$ cat config.mk
export PLATFORM = sky130hd
export DESIGN_NAME = sdrc_bank_arb_flat
export DESIGN_NICKNAME = d
export VERILOG_FILES = /design/src/rtl/sdrc_bank_arb_pkg.sv /design/src/rtl/sdrc_bank_arb_if.sv /design/src/rtl/sdrc_bank_arb_rr_pick4.sv /design/src/rtl/sdrc_bank_arb.sv /design/src/flat_wrapper.sv
export SDC_FILE = /design/constraint.sdc
export NUM_CORES = 1
export LEC_CHECK = 0
export ABC_AREA = 0
export BUFFER_PORTS_ARGS = -buffer_cell sky130_fd_sc_hd__buf_2
export CAP_MARGIN = 20
export CORE_ASPECT_RATIO = 1.25
export CORE_MARGIN = 2
export CORE_UTILIZATION = 45
export CTS_CLUSTER_SIZE = 14
export DETAILED_ROUTE_END_ITERATION = 8
export PLACE_DENSITY = 0.83
export SLEW_MARGIN = 20
export SYNTH_ARGS = -nofsm -noshare
export SYNTH_HDL_FRONTEND = slang
export SYNTH_HIERARCHICAL = 1
export SYNTH_SLANG_ARGS = --single-unit
$ cat constraint.sdc
create_clock -name clk -period 10.6 [get_ports clk]
set_input_delay 0.53 -clock clk [delete_from_list [all_inputs] [get_ports clk]]
set_output_delay 0.53 -clock clk [all_outputs]
set_load 0.02 [all_outputs]
$ cat src/rtl/sdrc_bank_arb_pkg.sv
// Shared SDRAM controller definitions: command opcodes and common widths.
package sdrc_define;
  localparam int SDR_REQ_ID_W = 4;

  typedef enum logic [1:0] {
    OP_PRE = 2'b00,
    OP_ACT = 2'b01,
    OP_RD  = 2'b10,
    OP_WR  = 2'b11
  } sdr_op_e;
endpackage

$ cat src/rtl/sdrc_bank_arb_if.sv
// Bank-FSM / transfer-controller bus around the bank arbiter.
interface sdrc_bank_arb_if #(
  parameter int APP_RW   = 9,
  parameter int REQ_ID_W = 4
);
  logic [3:0]            b2a_req;
  logic [7:0]            b2a_cmd;
  logic [47:0]           b2a_addr;
  logic [4*REQ_ID_W-1:0] b2a_id;
  logic [4*APP_RW-1:0]   b2a_len;
  logic [3:0]            b2a_start;
  logic [3:0]            b2a_last;
  logic [3:0]            b2a_wrap;
  logic [3:0]            a2b_ack;

  logic                  a2x_req;
  logic [1:0]            a2x_ba;
  logic [1:0]            a2x_cmd;
  logic [11:0]           a2x_addr;
  logic [REQ_ID_W-1:0]   a2x_id;
  logic [APP_RW-1:0]     a2x_len;
  logic                  a2x_start;
  logic                  a2x_last;
  logic                  a2x_wrap;
  logic                  x2a_ack;
  logic [3:0]            trrd_delay;

  modport slave (
    input  b2a_req, b2a_cmd, b2a_addr, b2a_id, b2a_len, b2a_start, b2a_last,
           b2a_wrap, x2a_ack, trrd_delay,
    output a2b_ack, a2x_req, a2x_ba, a2x_cmd, a2x_addr, a2x_id, a2x_len,
           a2x_start, a2x_last, a2x_wrap
  );

  modport master (
    output b2a_req, b2a_cmd, b2a_addr, b2a_id, b2a_len, b2a_start, b2a_last,
           b2a_wrap, x2a_ack, trrd_delay,
    input  a2b_ack, a2x_req, a2x_ba, a2x_cmd, a2x_addr, a2x_id, a2x_len,
           a2x_start, a2x_last, a2x_wrap
  );
endinterface

$ cat src/rtl/sdrc_bank_arb_rr_pick4.sv
// Combinational 4-way round-robin picker: first set mask bit at or after i_start.
module sdrc_rr_pick4 (
  input  logic [3:0] i_mask,
  input  logic [1:0] i_start,
  output logic       o_vld,
  output logic [1:0] o_idx
);
  logic [1:0] w_cand;

  // Walk the ring backwards so the candidate closest to i_start is written last.
  always_comb begin
    o_idx  = '0;
    w_cand = '0;
    for (int k = 3; k >= 0; k--) begin
      w_cand = i_start + 2'(k);
      if (i_mask[w_cand]) o_idx = w_cand;
    end
  end

  assign o_vld = |i_mask;
endmodule

$ cat src/rtl/sdrc_bank_arb.sv
// Four-bank command arbiter: starved-row > transfer > row priority, round-robin
// within a group, with ACT-to-ACT (tRRD) spacing. Grant is purely combinational.
module sdrc_bank_arb
  import sdrc_define::*;
#(
  parameter int APP_RW   = 9,
  parameter int REQ_ID_W = SDR_REQ_ID_W,
  parameter int MAX_WAIT = 8
) (
  input  logic             clk,
  input  logic             reset_n,
  sdrc_bank_arb_if.slave   bus
);
  localparam logic [3:0] LP_MAX_WAIT = 4'(MAX_WAIT);

  logic [1:0]          w_cmd  [4];
  logic [11:0]         w_addr [4];
  logic [REQ_ID_W-1:0] w_id   [4];
  logic [APP_RW-1:0]   w_len  [4];
  logic [3:0]          w_row;
  logic [3:0]          w_elig;
  logic [3:0]          w_starved;
  logic [3:0]          w_ack;

  logic [3:0]          r_wait [4];
  logic [1:0]          r_rr_ptr;
  logic [3:0]          r_trrd_cnt;
  logic                w_trrd_ok;

  logic                w_stv_vld, w_xfr_vld, w_row_vld;
  logic [1:0]          w_stv_idx, w_xfr_idx, w_row_idx;
  logic                w_gnt_vld;
  logic [1:0]          w_gnt;
  logic                w_acc;

  assign w_trrd_ok = (r_trrd_cnt == 4'd0);

  for (genvar gi = 0; gi < 4; gi++) begin : g_bank
    assign w_cmd[gi]  = bus.b2a_cmd[2*gi +: 2];
    assign w_addr[gi] = bus.b2a_addr[12*gi +: 12];
    assign w_id[gi]   = bus.b2a_id[REQ_ID_W*gi +: REQ_ID_W];
    assign w_len[gi]  = bus.b2a_len[APP_RW*gi +: APP_RW];
    // PRE/ACT share a zero MSB
    assign w_row[gi]  = ~w_cmd[gi][1];
    // Reset gating here keeps every output quiet while reset_n is low.
    assign w_elig[gi] = reset_n & bus.b2a_req[gi] &
                        ~((w_cmd[gi] == OP_ACT) & ~w_trrd_ok);
    assign w_starved[gi] = w_elig[gi] & w_row[gi] & (r_wait[gi] == LP_MAX_WAIT);

    // A tRRD-blocked ACT is still a pending row request, so it holds its count.
    always_ff @(posedge clk) begin
      if (!reset_n)                             r_wait[gi] <= '0;
      else if (w_ack[gi])                       r_wait[gi] <= '0;
      else if (bus.b2a_req[gi] && w_row[gi]) begin
        if (w_elig[gi] && r_wait[gi] != LP_MAX_WAIT) r_wait[gi] <= r_wait[gi] + 4'd1;
      end
      else                                      r_wait[gi] <= '0;
    end
  end

  sdrc_rr_pick4 u_pick_stv (.i_mask(w_starved),          .i_start(r_rr_ptr),
                            .o_vld(w_stv_vld), .o_idx(w_stv_idx));
  sdrc_rr_pick4 u_pick_xfr (.i_mask(w_elig & ~w_row),    .i_start(r_rr_ptr),
                            .o_vld(w_xfr_vld), .o_idx(w_xfr_idx));
  sdrc_rr_pick4 u_pick_row (.i_mask(w_elig & w_row),     .i_start(r_rr_ptr),
                            .o_vld(w_row_vld), .o_idx(w_row_idx));

  always_comb begin
    w_gnt = w_row_idx;
    if (w_stv_vld)      w_gnt = w_stv_idx;
    else if (w_xfr_vld) w_gnt = w_xfr_idx;
  end

  assign w_gnt_vld = w_stv_vld | w_xfr_vld | w_row_vld;
  assign w_acc     = bus.x2a_ack & w_gnt_vld;
  assign w_ack     = w_acc ? (4'b0001 << w_gnt) : 4'b0000;

  assign bus.a2b_ack   = w_ack;
  assign bus.a2x_req   = w_gnt_vld;
  assign bus.a2x_ba    = w_gnt_vld ? w_gnt                     : '0;
  assign bus.a2x_cmd   = w_gnt_vld ? w_cmd[w_gnt]              : '0;
  assign bus.a2x_addr  = w_gnt_vld ? w_addr[w_gnt]             : '0;
  assign bus.a2x_id    = w_gnt_vld ? w_id[w_gnt]               : '0;
  assign bus.a2x_len   = w_gnt_vld ? w_len[w_gnt]              : '0;
  assign bus.a2x_start = w_gnt_vld & bus.b2a_start[w_gnt];
  assign bus.a2x_last  = w_gnt_vld & bus.b2a_last[w_gnt];
  assign bus.a2x_wrap  = w_gnt_vld & bus.b2a_wrap[w_gnt];

  always_ff @(posedge clk) begin
    if (!reset_n)   r_rr_ptr <= '0;
    else if (w_acc) r_rr_ptr <= w_gnt + 2'd1;
  end

  // An accepted ACT reloads even when the counter is already idle.
  always_ff @(posedge clk) begin
    if (!reset_n)                                r_trrd_cnt <= '0;
    else if (w_acc && w_cmd[w_gnt] == OP_ACT)    r_trrd_cnt <= bus.trrd_delay;
    else if (r_trrd_cnt != 4'd0)                 r_trrd_cnt <= r_trrd_cnt - 4'd1;
  end
endmodule

$ cat src/flat_wrapper.sv
// flat-port wrapper written by rule: the top's interface ports become plain ports
module sdrc_bank_arb_flat import sdrc_define::*;
#(
  parameter int APP_RW   = 9,
  parameter int REQ_ID_W = SDR_REQ_ID_W,
  parameter int MAX_WAIT = 8
)
  (clk, reset_n, bus_b2a_req, bus_b2a_cmd, bus_b2a_addr, bus_b2a_id, bus_b2a_len, bus_b2a_start, bus_b2a_last, bus_b2a_wrap, bus_x2a_ack, bus_trrd_delay, bus_a2b_ack, bus_a2x_req, bus_a2x_ba, bus_a2x_cmd, bus_a2x_addr, bus_a2x_id, bus_a2x_len, bus_a2x_start, bus_a2x_last, bus_a2x_wrap);
  sdrc_bank_arb_if #(.APP_RW(APP_RW), .REQ_ID_W(REQ_ID_W)) bus_i ();
  input  logic clk;
  input  logic reset_n;
  input wire logic [$bits(bus_i.b2a_req)-1:0] bus_b2a_req;
  input wire logic [$bits(bus_i.b2a_cmd)-1:0] bus_b2a_cmd;
  input wire logic [$bits(bus_i.b2a_addr)-1:0] bus_b2a_addr;
  input wire logic [$bits(bus_i.b2a_id)-1:0] bus_b2a_id;
  input wire logic [$bits(bus_i.b2a_len)-1:0] bus_b2a_len;
  input wire logic [$bits(bus_i.b2a_start)-1:0] bus_b2a_start;
  input wire logic [$bits(bus_i.b2a_last)-1:0] bus_b2a_last;
  input wire logic [$bits(bus_i.b2a_wrap)-1:0] bus_b2a_wrap;
  input wire logic [$bits(bus_i.x2a_ack)-1:0] bus_x2a_ack;
  input wire logic [$bits(bus_i.trrd_delay)-1:0] bus_trrd_delay;
  output wire logic [$bits(bus_i.a2b_ack)-1:0] bus_a2b_ack;
  output wire logic [$bits(bus_i.a2x_req)-1:0] bus_a2x_req;
  output wire logic [$bits(bus_i.a2x_ba)-1:0] bus_a2x_ba;
  output wire logic [$bits(bus_i.a2x_cmd)-1:0] bus_a2x_cmd;
  output wire logic [$bits(bus_i.a2x_addr)-1:0] bus_a2x_addr;
  output wire logic [$bits(bus_i.a2x_id)-1:0] bus_a2x_id;
  output wire logic [$bits(bus_i.a2x_len)-1:0] bus_a2x_len;
  output wire logic [$bits(bus_i.a2x_start)-1:0] bus_a2x_start;
  output wire logic [$bits(bus_i.a2x_last)-1:0] bus_a2x_last;
  output wire logic [$bits(bus_i.a2x_wrap)-1:0] bus_a2x_wrap;
  assign bus_i.b2a_req = bus_b2a_req;
  assign bus_i.b2a_cmd = bus_b2a_cmd;
  assign bus_i.b2a_addr = bus_b2a_addr;
  assign bus_i.b2a_id = bus_b2a_id;
  assign bus_i.b2a_len = bus_b2a_len;
  assign bus_i.b2a_start = bus_b2a_start;
  assign bus_i.b2a_last = bus_b2a_last;
  assign bus_i.b2a_wrap = bus_b2a_wrap;
  assign bus_i.x2a_ack = bus_x2a_ack;
  assign bus_i.trrd_delay = bus_trrd_delay;
  assign bus_a2b_ack = bus_i.a2b_ack;
  assign bus_a2x_req = bus_i.a2x_req;
  assign bus_a2x_ba = bus_i.a2x_ba;
  assign bus_a2x_cmd = bus_i.a2x_cmd;
  assign bus_a2x_addr = bus_i.a2x_addr;
  assign bus_a2x_id = bus_i.a2x_id;
  assign bus_a2x_len = bus_i.a2x_len;
  assign bus_a2x_start = bus_i.a2x_start;
  assign bus_a2x_last = bus_i.a2x_last;
  assign bus_a2x_wrap = bus_i.a2x_wrap;
  sdrc_bank_arb #(.APP_RW(APP_RW), .REQ_ID_W(REQ_ID_W), .MAX_WAIT(MAX_WAIT)) u_core (.clk(clk), .reset_n(reset_n), .bus(bus_i));
endmodule
# Yosys cells after proc, flatten, opt, wreduce, memory -nomap -nowiden

Memory sizes are Yosys's and may differ from the RTL's.
Index checks and enable logic that the tools add are counted.

Register bits after elaboration: 6
Memory bits (writable): 16
Memories: 1
Output and inout port bits: 37
Input bits: 131
Word-level logic and storage cells: 223

$add $sub $neg: 9
Reduce and logical (&&, ||, !) cells: 15
Bitwise gates (word level): 51
Muxes and demuxes: 125
Magnitude comparators: 6
Equality and inequality tests: 13
Shift operators: 1

Memory list:

| memory        | depth | width | rd ports | clocked after memory_dff | write ports | line                | RTL |
|---|---|---|---|---|---|---|---|
| u_core.r_wait | 4     | 4     | 4        | 0                        | 4           | sdrc_bank_arb.sv:25 | `logic [3:0] r_wait [4];` |

Operators by type and width:

| cell                                                                         | count |
|---|---|
| 4-bit 2-to-1 mux                                                             | 18 |
| 1-bit 2-to-1 mux                                                             | 64 |
| 12-bit 2-to-1 mux                                                            | 3 |
| 2-bit 2-to-1 mux                                                             | 18 |
| 1-bit binary-select mux with 2-bit select                                    | 15 |
| 9-bit 2-to-1 mux                                                             | 3 |
| 1-bit bitwise AND                                                            | 24 |
| 12-bit binary-select mux with 2-bit select                                   | 1 |
| 9-bit binary-select mux with 2-bit select                                    | 1 |
| 4-bit by 1-bit adder with 4-bit output, second input constant                | 4 |
| 4-bit == test, second input constant                                         | 4 |
| 4-bit != test, second input constant                                         | 4 |
| 2-bit by 3-bit less-than comparator with 1-bit output, second input constant | 5 |
| 1-bit bitwise OR                                                             | 14 |
| 4-bit OR reduction                                                           | 3 |
| 2-bit by 1-bit == test with 1-bit output, second input constant              | 5 |
| 1-bit logical AND                                                            | 9 |
| 1-bit NOT                                                                    | 9 |
| 4-bit bitwise AND                                                            | 2 |
| 4-bit binary-select mux with 2-bit select                                    | 1 |
| 2-bit by 1-bit adder with 2-bit output, second input constant                | 2 |
| 2-bit adder, second input constant                                           | 2 |
| 2-bit binary-select mux with 2-bit select                                    | 1 |
| 4-bit logical NOT                                                            | 1 |
| 7 further kinds                                                              | 7 |

# Longest topological paths before layout

Gate-level depths: netlist of run 1.

Depth after elaboration: 22
Mapped depth: 18
Gate-level depth less buffers: 16

# Hierarchy

Netlist of run 1, hierarchy kept.

By module, submodules not included:

| module        | area an instance (um^2) | sequential area each (um^2) | times used | cells each |
|---|---|---|---|---|
| sdrc_bank_arb | 2,595.0                 | 600.6                       | 1          | 251 |
| sdrc_rr_pick4 | 77.6                    | 0.0                         | 3          | 13 |

# Worst setup path before layout of run 1

OpenSTA, ideal clock, no wires.

Path type: reg-to-output
Start point: register u_core.r_trrd_cnt[0]
End point: output bus_a2x_cmd[1]
Arrival time: 3.235 ns
Path slack: 6.835 ns
Data required time: 10.070 ns
Stages on the path, launching flop included: 13
Buffers on the path: 2
Path through: dfxtp_1 inv_1 ha_1 or3b_1 clkbuf_8 a2111oi_0 nor2_1 nand2_1 clkbuf_8 or2b_2 o21ai_2 mux4_2 and2_1

Elaborated cells on any way between the ends: 72
Classes of those cells: 42 x mux; 26 x bitwise; 4 x reduce/logical

RTL lines:

| element                                             | line                         | RTL |
|---|---|---|
| start, declared                                     | sdrc_bank_arb.sv:27          | `logic [3:0] r_trrd_cnt;` |
| start signal, assigned                              | sdrc_bank_arb.sv:97          | `else if (w_acc && w_cmd[w_gnt] == OP_ACT) r_trrd_cnt <= bus.trrd_delay;` |
| start signal, assigned                              | sdrc_bank_arb.sv:98          | `else if (r_trrd_cnt != 4'd0) r_trrd_cnt <= r_trrd_cnt - 4'd1;` |
| 4-bit logical NOT (*)                               | sdrc_bank_arb.sv:36          | `assign w_trrd_ok = (r_trrd_cnt == 4'd0);` |
| 1-bit NOT (*)                                       | sdrc_bank_arb.sv:47          | `~((w_cmd[gi] == OP_ACT) & ~w_trrd_ok);` |
| 1-bit bitwise AND (*)                               | sdrc_bank_arb.sv:47          |  |
| 1-bit NOT (*)                                       | sdrc_bank_arb.sv:47          |  |
| 1-bit bitwise AND (*)                               | sdrc_bank_arb.sv:46          | `assign w_elig[gi] = reset_n & bus.b2a_req[gi] &` |
| 1-bit bitwise AND (*) (2 in a row)                  | sdrc_bank_arb.sv:48          | `assign w_starved[gi] = w_elig[gi] & w_row[gi] & (r_wait[gi] == LP_MAX_WAIT);` |
| via u_core.w_starved[0]                             | sdrc_bank_arb.sv:22          | `logic [3:0] w_starved;` |
| 4-bit OR reduction (*)                              | sdrc_bank_arb_rr_pick4.sv:20 | `assign o_vld = \|i_mask;` |
| via u_core.w_stv_vld                                | sdrc_bank_arb.sv:30          | `logic w_stv_vld, w_xfr_vld, w_row_vld;` |
| 2-bit 2-to-1 mux                                    | sdrc_bank_arb.sv:70          | `if (w_stv_vld) w_gnt = w_stv_idx;` |
| 2-bit NOT with 3-bit output (implied by the code)   | sdrc_bank_arb.sv:81          | `assign bus.a2x_cmd = w_gnt_vld ? w_cmd[w_gnt] : '0;` |
| 2-bit binary-select mux with 2-bit select           | sdrc_bank_arb.sv:81          |  |
| 2-bit 2-to-1 mux (implied by the code) (2 in a row) | sdrc_bank_arb.sv:81          |  |
| 2-bit 2-to-1 mux (*)                                | sdrc_bank_arb.sv:81          |  |
| end, declared                                       | flat_wrapper.sv:25           | `output wire logic [$bits(bus_i.a2x_cmd)-1:0] bus_a2x_cmd;` |

The timed path passes the listed nets; every way through them passes the cells marked *. The select of a mux whose other input is x is not followed.

# Final worst setup path of run 1

Start point: register u_core.r_trrd_cnt[0]
End point: output bus_a2x_len[0]

Elaborated cells on any way between the ends: 72
Classes of those cells: 42 x mux; 26 x bitwise; 4 x reduce/logical

RTL lines:

| element                                             | line                         | RTL |
|---|---|---|
| 4-bit logical NOT (*)                               | sdrc_bank_arb.sv:36          |  |
| 1-bit NOT (*)                                       | sdrc_bank_arb.sv:47          |  |
| 1-bit bitwise AND (*)                               | sdrc_bank_arb.sv:47          |  |
| 1-bit NOT (*)                                       | sdrc_bank_arb.sv:47          |  |
| 1-bit bitwise AND (*)                               | sdrc_bank_arb.sv:46          |  |
| 1-bit bitwise AND (*) (2 in a row)                  | sdrc_bank_arb.sv:48          |  |
| via u_core.w_starved[0]                             | sdrc_bank_arb.sv:22          |  |
| 4-bit OR reduction (*)                              | sdrc_bank_arb_rr_pick4.sv:20 |  |
| via u_core.w_stv_vld                                | sdrc_bank_arb.sv:30          |  |
| 2-bit 2-to-1 mux                                    | sdrc_bank_arb.sv:70          |  |
| 2-bit NOT with 3-bit output (implied by the code)   | sdrc_bank_arb.sv:84          | `assign bus.a2x_len = w_gnt_vld ? w_len[w_gnt] : '0;` |
| 9-bit binary-select mux with 2-bit select           | sdrc_bank_arb.sv:84          |  |
| 9-bit 2-to-1 mux (implied by the code) (2 in a row) | sdrc_bank_arb.sv:84          |  |
| 9-bit 2-to-1 mux (*)                                | sdrc_bank_arb.sv:84          |  |
| end, declared                                       | flat_wrapper.sv:28           | `output wire logic [$bits(bus_i.a2x_len)-1:0] bus_a2x_len;` |

Marks and branches as above.

==> metrics, run 1 <==
largest net degree at the start of global routing=35; Ys Warns=6; total global-route track usage=23.4%; critical setup path kind=reg2out; RD Place Congestion=0.939; cell depth of the worst hold path=3; layout filler cell count=544; sequential area share after synthesis=21.2%; Worst-Skew Late Latency=0.26 ns; Worst Path Arrival=~4.4 ns; Root Buffer=clkbuf_8; share of cells above drive strength 1=approximately 48%; TritonCTS clock tree=done; total CTS buffers=3; detailed router's first-iteration violation count=around 150; CP max stage cell=a2111oi_0; I/O pin cnt=168; Hold Path Origin=bus_trrd_delay[3]; syn_nets=435; outcome=finished, final reports clean; Required @ worst endpoint=10.07 ns; post-synthesis cell type count=45; Async S/R FF share, synth=0%; Tcrit/Tclk final=between 40% and 50%; post-synth top area cell=mux4_2; number of vias per cell=5.42; leakage=0.00180 uW; worst clock skew=0.00519 ns; reported max-cap violation count=0; Post-synth EDFFs=16; Die W=74.9 um; Max Buffers Root-to-Sink=2; Final ANT Viol Nets=0; Area Overhead vs Synth=31.6%; Synth area leaders=mux4_2 24%, edfxtp_1 17%, and2_1 6.6%; DRC Markers=0; most frequent cells in the layout=167 x buf_2, 36 x nor2_1, 31 x nand2_1; Final Max Slew Viols=0; global route overflow=0; Finished Cell Area=0.00372 mm2; IO buf count=167; slew of the pin with the lowest slew margin=1.09 ns; Routed WL per cell=15.9 um; CP Launch Type=flip-flop; die area=0.00694 mm2; layout net count=594; first-pass GRT wire length=12.6 mm; WP buf/inv=3; Post-Route WL=8.50 mm; RSZ-0062 raised after global routing=no; Power Density=130 mW/mm2; dpl cell area=0.00365 mm2; pre-CTS WS=5.95 ns; CTS clock-pin slew for the worst setup and hold paths=0.08 ns; Final HPWL DP=7.05 mm; Total Neg Setup Slack=0 ns; clk sinks=22; Peak supply drop=between 0.08 and 0.09 mV; worst-path maximum fanout=27; R2R cell count=14; flip-flop and latch count after synthesis=22; First-pass DRT Iterations=5; setup slack, reg-to-reg=6.02 ns; Hold Crit Endpoint=u_core/r_trrd_cnt[3]; ant diodes=0; H-tree Lvls=1; vias in the first global route=~2800; Max Fclk=202 MHz; Core Box Area=0.00613 mm2; CP top delay family=simple AND/OR/NAND/NOR gates; # hold bufs at CTS=0; Avg Inst Size Synth=9.75 um2; Post-Syn Area=0.00283 mm2; Setup Buffers After CTS=0; CP endpoint kind=primary output; row count=32; cell mode on critical path=nand2_1; hold violation count in the final report=0; DIE HEIGHT=92.6 um; chain of cells forming the critical path=inv_1, ha_1, or3b_1, a2111oi_0, nor2_1, nand2_1, nand2_1, o21ai_4, buf_4, mux4_2, and2_1, buf_2; fin worst setup slack=between 5 and 6 ns; final setup fails=0; Starting Density=46.2%; initial antenna violation count=0; Hold Path Class=in2reg; top cell type's share of synthesized area=23.9%; Resize count post-CTS=0; Power Total=484 uW; Vias=2887; Top FF cell, synth=edfxtp_1; Reg2Reg Capture Point=u_core/r_wait[0][0]; Syn Inst Count=290; relative slew slack=between 20% and 30%; commonest non-fill, non-tap cell in the layout=buf_2; fin crit period=4.94 ns; CP peak stage delay=a little under 0.7 ns; Final Util=60.8%; reg2reg start=u_core/r_trrd_cnt[0]
cell families after synthesis:
| kind of cell | count (synthesis) | share of synthesized area (%) |
|---|---|---|
| compound gates | 24 | 7.61 |
| xor+xnor | 10 | 3.10 |
| fa+ha+maj | 14 | 6.19 |
| buf+inv | 38 | 7.92 |
| flops | 22 | 21.2 |
| mux | 40 | 27.6 |
| simple gates | 142 | 26.3 |
per-stage QoR:
stage | hold WS (ns) | cells
after floorplan | 0.555 | 290
after global placement | 0.597 | 529
after detailed placement | 0.603 | 529
after CTS | 0.513 | 533
after global routing | 0.538 | 533
final | 0.516 | 533
cell type report:
class,instances,area (um2),area share (%)
clock inverter,1,30.0,0.807
inverter,24,90.1,2.42
clock buffer,3,41.3,1.11
sequential,22,601,16.1
timing repair buffer,168,843,22.7
tap,85,106,2.86
multi-input combinational,230,2010,54.0
sequential cells by signal, indices dropped and copies added, names as in the netlist:
name               flops
u_core/r_rr_ptr        2
u_core/r_trrd_cnt      4
u_core/r_wait         16
worst max path at each step:
stage	start	slack, ns	endpoint	cells past startpoint
after floorplan	u_core/r_trrd_cnt[0]	6.84	bus_a2x_cmd[1]	12
after global placement	u_core/r_trrd_cnt[0]	6.03	bus_a2x_len[3]	12
after detailed placement	u_core/r_trrd_cnt[0]	5.95	bus_a2x_len[3]	12
after CTS	u_core/r_trrd_cnt[0]	5.64	bus_a2x_len[3]	12
after global routing	u_core/r_trrd_cnt[0]	5.38	bus_a2x_addr[0]	12
final	u_core/r_trrd_cnt[0]	5.66	bus_a2x_len[0]	12
worst register-to-register path: stages (launching register included):
cell and delay (ns):
dfxtp_1 0.31, inv_1 0.10, ha_1 0.17, or3b_1 0.53, a2111oi_0 0.70, nor2_1 0.14, nand2_1 0.39, nand2_1 0.19
o21ai_4 0.20, buf_4 0.52, inv_1 0.20, ha_1 0.25, nand3_1 0.11, inv_1 0.08, a2111o_1 0.43
power by group:
group | internal [uW] | total (uW) | switching [uW]
combinational | 130 | 289 | 159
sequential | 105 | 118 | 12.3
clock | 50.4 | 77.0 | 26.6
per-layer routing:
| metal | global-route usage, % | up-vias | part of all wire (%) |
|---|---|---|---|
| met2 | 44.8 | 168 | 54 |
| met3 | 3.16 | 12 | 10 |
| met1 | 25.9 | 1344 | 34 |
| met5 | 0 | - | 0 |
| li1 | - | 1363 | - |
| met4 | 6.10 | 0 | 1.7 |
cell usage after synthesis, drive strengths merged, types with 2 or more instances:
master	number
nor3	2
nor3b	5
a21oi	4
or4b	2
a211oi	7
nand4	4
and2	30
o21ai	5
mux2i	9
nand2	31
nand3	10
inv	24
xor2	5
edfxtp	16
a31oi	2
and3	4
o211ai	2
xnor2	5
nand3b	4
buf	7
mux4	30
dfxtp	6
ha	14
nand2b	6
nor2	36
clkbuf	7
nand4b	2
and3b	2
No activity file was read; power rests on OpenSTA's default activity.
==> run 2, diff against run 1 <==
Settings changed: ABC_AREA 0 to 1, PLACE_DENSITY 0.83 to 0.81.
Clock period 10.6 ns to 4.65 ns, I/O delays scaled along.
==> run 2 against run 1 <==
Sequential power rose by 140%. Clock power grew 84%. Die area grew 7.6%. Non-clock buffer count increased by 3. Synthesized area rose by 8.0%. Sequential share of layout area decreased by 1.2 points. Register-to-register slack lost 5.2 ns. Total power grew to 4.1 times the previous value. Synthesized cell count rose by 81%. Global-route usage up 5.4 points. Largest cell class unchanged. Largest power group unchanged. Highest routed layer is now met5.
==> metrics, run 2 <==
Tcrit/Tclk final=90.5%; Max Buffers Root-to-Sink=2; layout net count=828; Worst-Skew Late Latency=0.26 ns; commonest non-fill, non-tap cell in the layout=buf_2; row count=33; reg2reg start=u_core/r_trrd_cnt[0]; CP endpoint kind=primary output; Power Density=499 mW/mm2; Synth area leaders=edfxtp_1 16%, nand2_1 13%, nor2_1 12%; setup slack, reg-to-reg=a little under 0.8 ns; R2R cell count=22; Critical Path Sink=bus_a2x_addr[2]; dpl cell area=0.00394 mm2; Cell Count, Final, Fillers Out=769; most common cell in the synthesized netlist=nand2_1; First-pass DRT Iterations=6; Post-Route WL=11.5 mm; Synth top cells by count=107 x nand2_1, 101 x nor2_1, 65 x inv_1, 62 x o21ai_0, 41 x nand3_1; Routed WL per cell=15.0 um; Async S/R FF share, synth=0%; relative slew slack=45.3%; flip-flop and latch count after synthesis=22; top cell type's share of synthesized area=15.7%; Peak supply drop=0.386 mV; global route overflow=0; first-pass GRT wire length=17.0 mm; Final Max Slew Viols=0; Required @ worst endpoint=between 4 and 5 ns; Max Fclk=between 200 and 250 MHz; outcome=finished, final reports clean; CP peak stage delay=0.34 ns; most frequent cells in the layout=167 x buf_2, 107 x nand2_1, 99 x nor2_1; fin worst setup slack=0.441 ns; slew of the pin with the lowest slew margin=between 0.8 and 0.9 ns; Crit. path cell count=27; die area=0.00747 mm2; Final ANT Viol Nets=0; post-synth top area cell=edfxtp_1; ant diodes=0; worst clock skew=0.00315 ns; H-tree Lvls=1; TritonCTS clock tree=done; CP top delay family=simple AND/OR/NAND/NOR gates; final setup fails=0; leakage=0.00217 uW; Starting Density=46.5%; Syn Inst Count=526; number of vias per cell=roughly 5.5; critical setup path kind=reg2out; Post-Syn Area=just over 0.003 mm2; total CTS buffers=3; total global-route track usage=28.8%; reported max-cap violation count=0; Core Box Area=about 0.0066 mm2; CP Launch Type=flip-flop; Hold Path Origin=bus_trrd_delay[0]; Biggest register=u_core/r_wait; DRC Markers=0; clk sinks=22; Worst Path Arrival=roughly 4.0 ns; Total Neg Setup Slack=0 ns; cell mode on critical path=nand2_1; RSZ-0062 raised after global routing=yes; I/O pin cnt=168; CP max stage cell=dfxtp_1; DIE HEIGHT=roughly 96 um; hold violation count in the final report=0; Post-synth EDFFs=16; Finished Cell Area=0.00401 mm2; Top FF cell, synth=edfxtp_1; CP Launch Point=u_core/r_trrd_cnt[0]; worst-path maximum fanout=63; Avg Inst Size Synth=5.81 um2; Setup Buffers After CTS=0; largest net degree at the start of global routing=64; Regs by FF count=u_core/r_wait: 16 flops, u_core/r_trrd_cnt: 4 flops, u_core/r_rr_ptr: 2 flops; syn_nets=approximately 670; WP buf/inv=7; sequential area share after synthesis=about a fifth; RD Place Congestion=1.06; fin crit period=about 4.2 ns; Vias=4234; vias in the first global route=3807; Ys Warns=6; Reg2Reg Capture Point=u_core/r_wait[1][1]; Final HPWL DP=9.40 mm; Die W=77.7 um; Root Buffer=clkbuf_8; CTS clock-pin slew for the worst setup and hold paths=0.09 ns; IO buf count=around 170; detailed router's first-iteration violation count=419; share of cells above drive strength 1=~30%; post-synthesis cell type count=33; Largest register FFs=16; pre-CTS WS=0.294 ns; initial antenna violation count=1; number of placed instances, taps included=765; Area Overhead vs Synth=31.4%; Hold Path Class=in2reg
## run 2: cell types whose count changed in the layout (fill, tap and decap cells not counted), sizes merged, moves of 8 or more
cell,before,now
nand3,10,43
a21oi,4,12
nor2,36,102
nand4,4,12
nand2,31,118
o21ai,5,63
mux4,30,0
o22ai,0,23
mux2i,9,0
and2,30,0
inv,24,71
## run 2: what timing repair did
action                                  4_1_cts  5_1_grt
hold endpoints to repair                      0        0
cloned                                        0        0
gates resized for setup                       1        7
hold buffers                                  0        0
endpoints found under the setup margin        1       43
## run 2: how the worst min path moves through the flow
stage	end	slack [ns]	cells past startpoint
6_report	u_core/r_trrd_cnt[0]	0.27	3
5_1_grt	u_core/r_trrd_cnt[2]	0.27	3
4_1_cts	u_core/r_trrd_cnt[0]	0.25	3
3_5_place_dp	u_core/r_trrd_cnt[1]	0.52	2
3_3_place_gp	u_core/r_trrd_cnt[1]	0.50	2
2_1_floorplan	u_core/r_trrd_cnt[2]	0.42	2
## run 2: routing by layer
metal / GRT usage, % / up-vias / part of all wire [%]
li1: - / 2040 / -
met1: 37.3 / 1873 / 39
met2: 48.6 / 295 / 48
met3: 3.94 / 24 / 11
met4: 11.3 / 2 / 2.2
met5: 0 / - / 0.11
## run 2: final cells by class
| class | instances | area (um2) |
|---|---|---|
| Clock buffer | 4 | 55.1 |
| Fill cell | 650 | 2550 |
| Inverter | 71 | 274 |
| Multi-Input combinational cell | 414 | 2110 |
| Sequential cell | 22 | 601 |
| Tap cell | 87 | 109 |
| Timing Repair Buffer | 171 | 866 |
## run 2: per-stage QoR
step / power [uW] / hold slack, ns / util [%]
2_1_floorplan: 1390 / 0.420 / -
3_3_place_gp: 1780 / 0.503 / 60.0
3_5_place_dp: 1810 / 0.521 / 60.0
4_1_cts: 1960 / 0.253 / 60.8
5_1_grt: 2170 / 0.268 / 61.1
6_report: 2000 / 0.269 / 61.1
## run 2: worst min-delay path, delay by kind of cell
family / cells / cell delay, ns
AO/OA/AOI/OAI: 2 / 0.19
buffers and inverters: 1 / 0.07
## run 2: logic make-up (layout without fill, tap and decap cells)
kind of cell             count (synthesis)  count (layout)  synth area share (%)
AND/OR/NAND/NOR                        285             285                  40.6
AO/OA/AOI/OAI                          104             104                  19.1
buffers and inverters                   90             246                  11.8
flip-flops                              22              22                  19.7
adder cells (fa/ha/maj)                 14              14                  5.74
XOR/XNOR                                11              11                  3.15
## run 2: report_power, final
group	total [uW]	switching (uW)	leakage, uW	internal (uW)
Combinational	1580	1070	0.00190	509
Clock	142	66.9	0.0000288	75.6
Sequential	285	43.8	0.000239	241
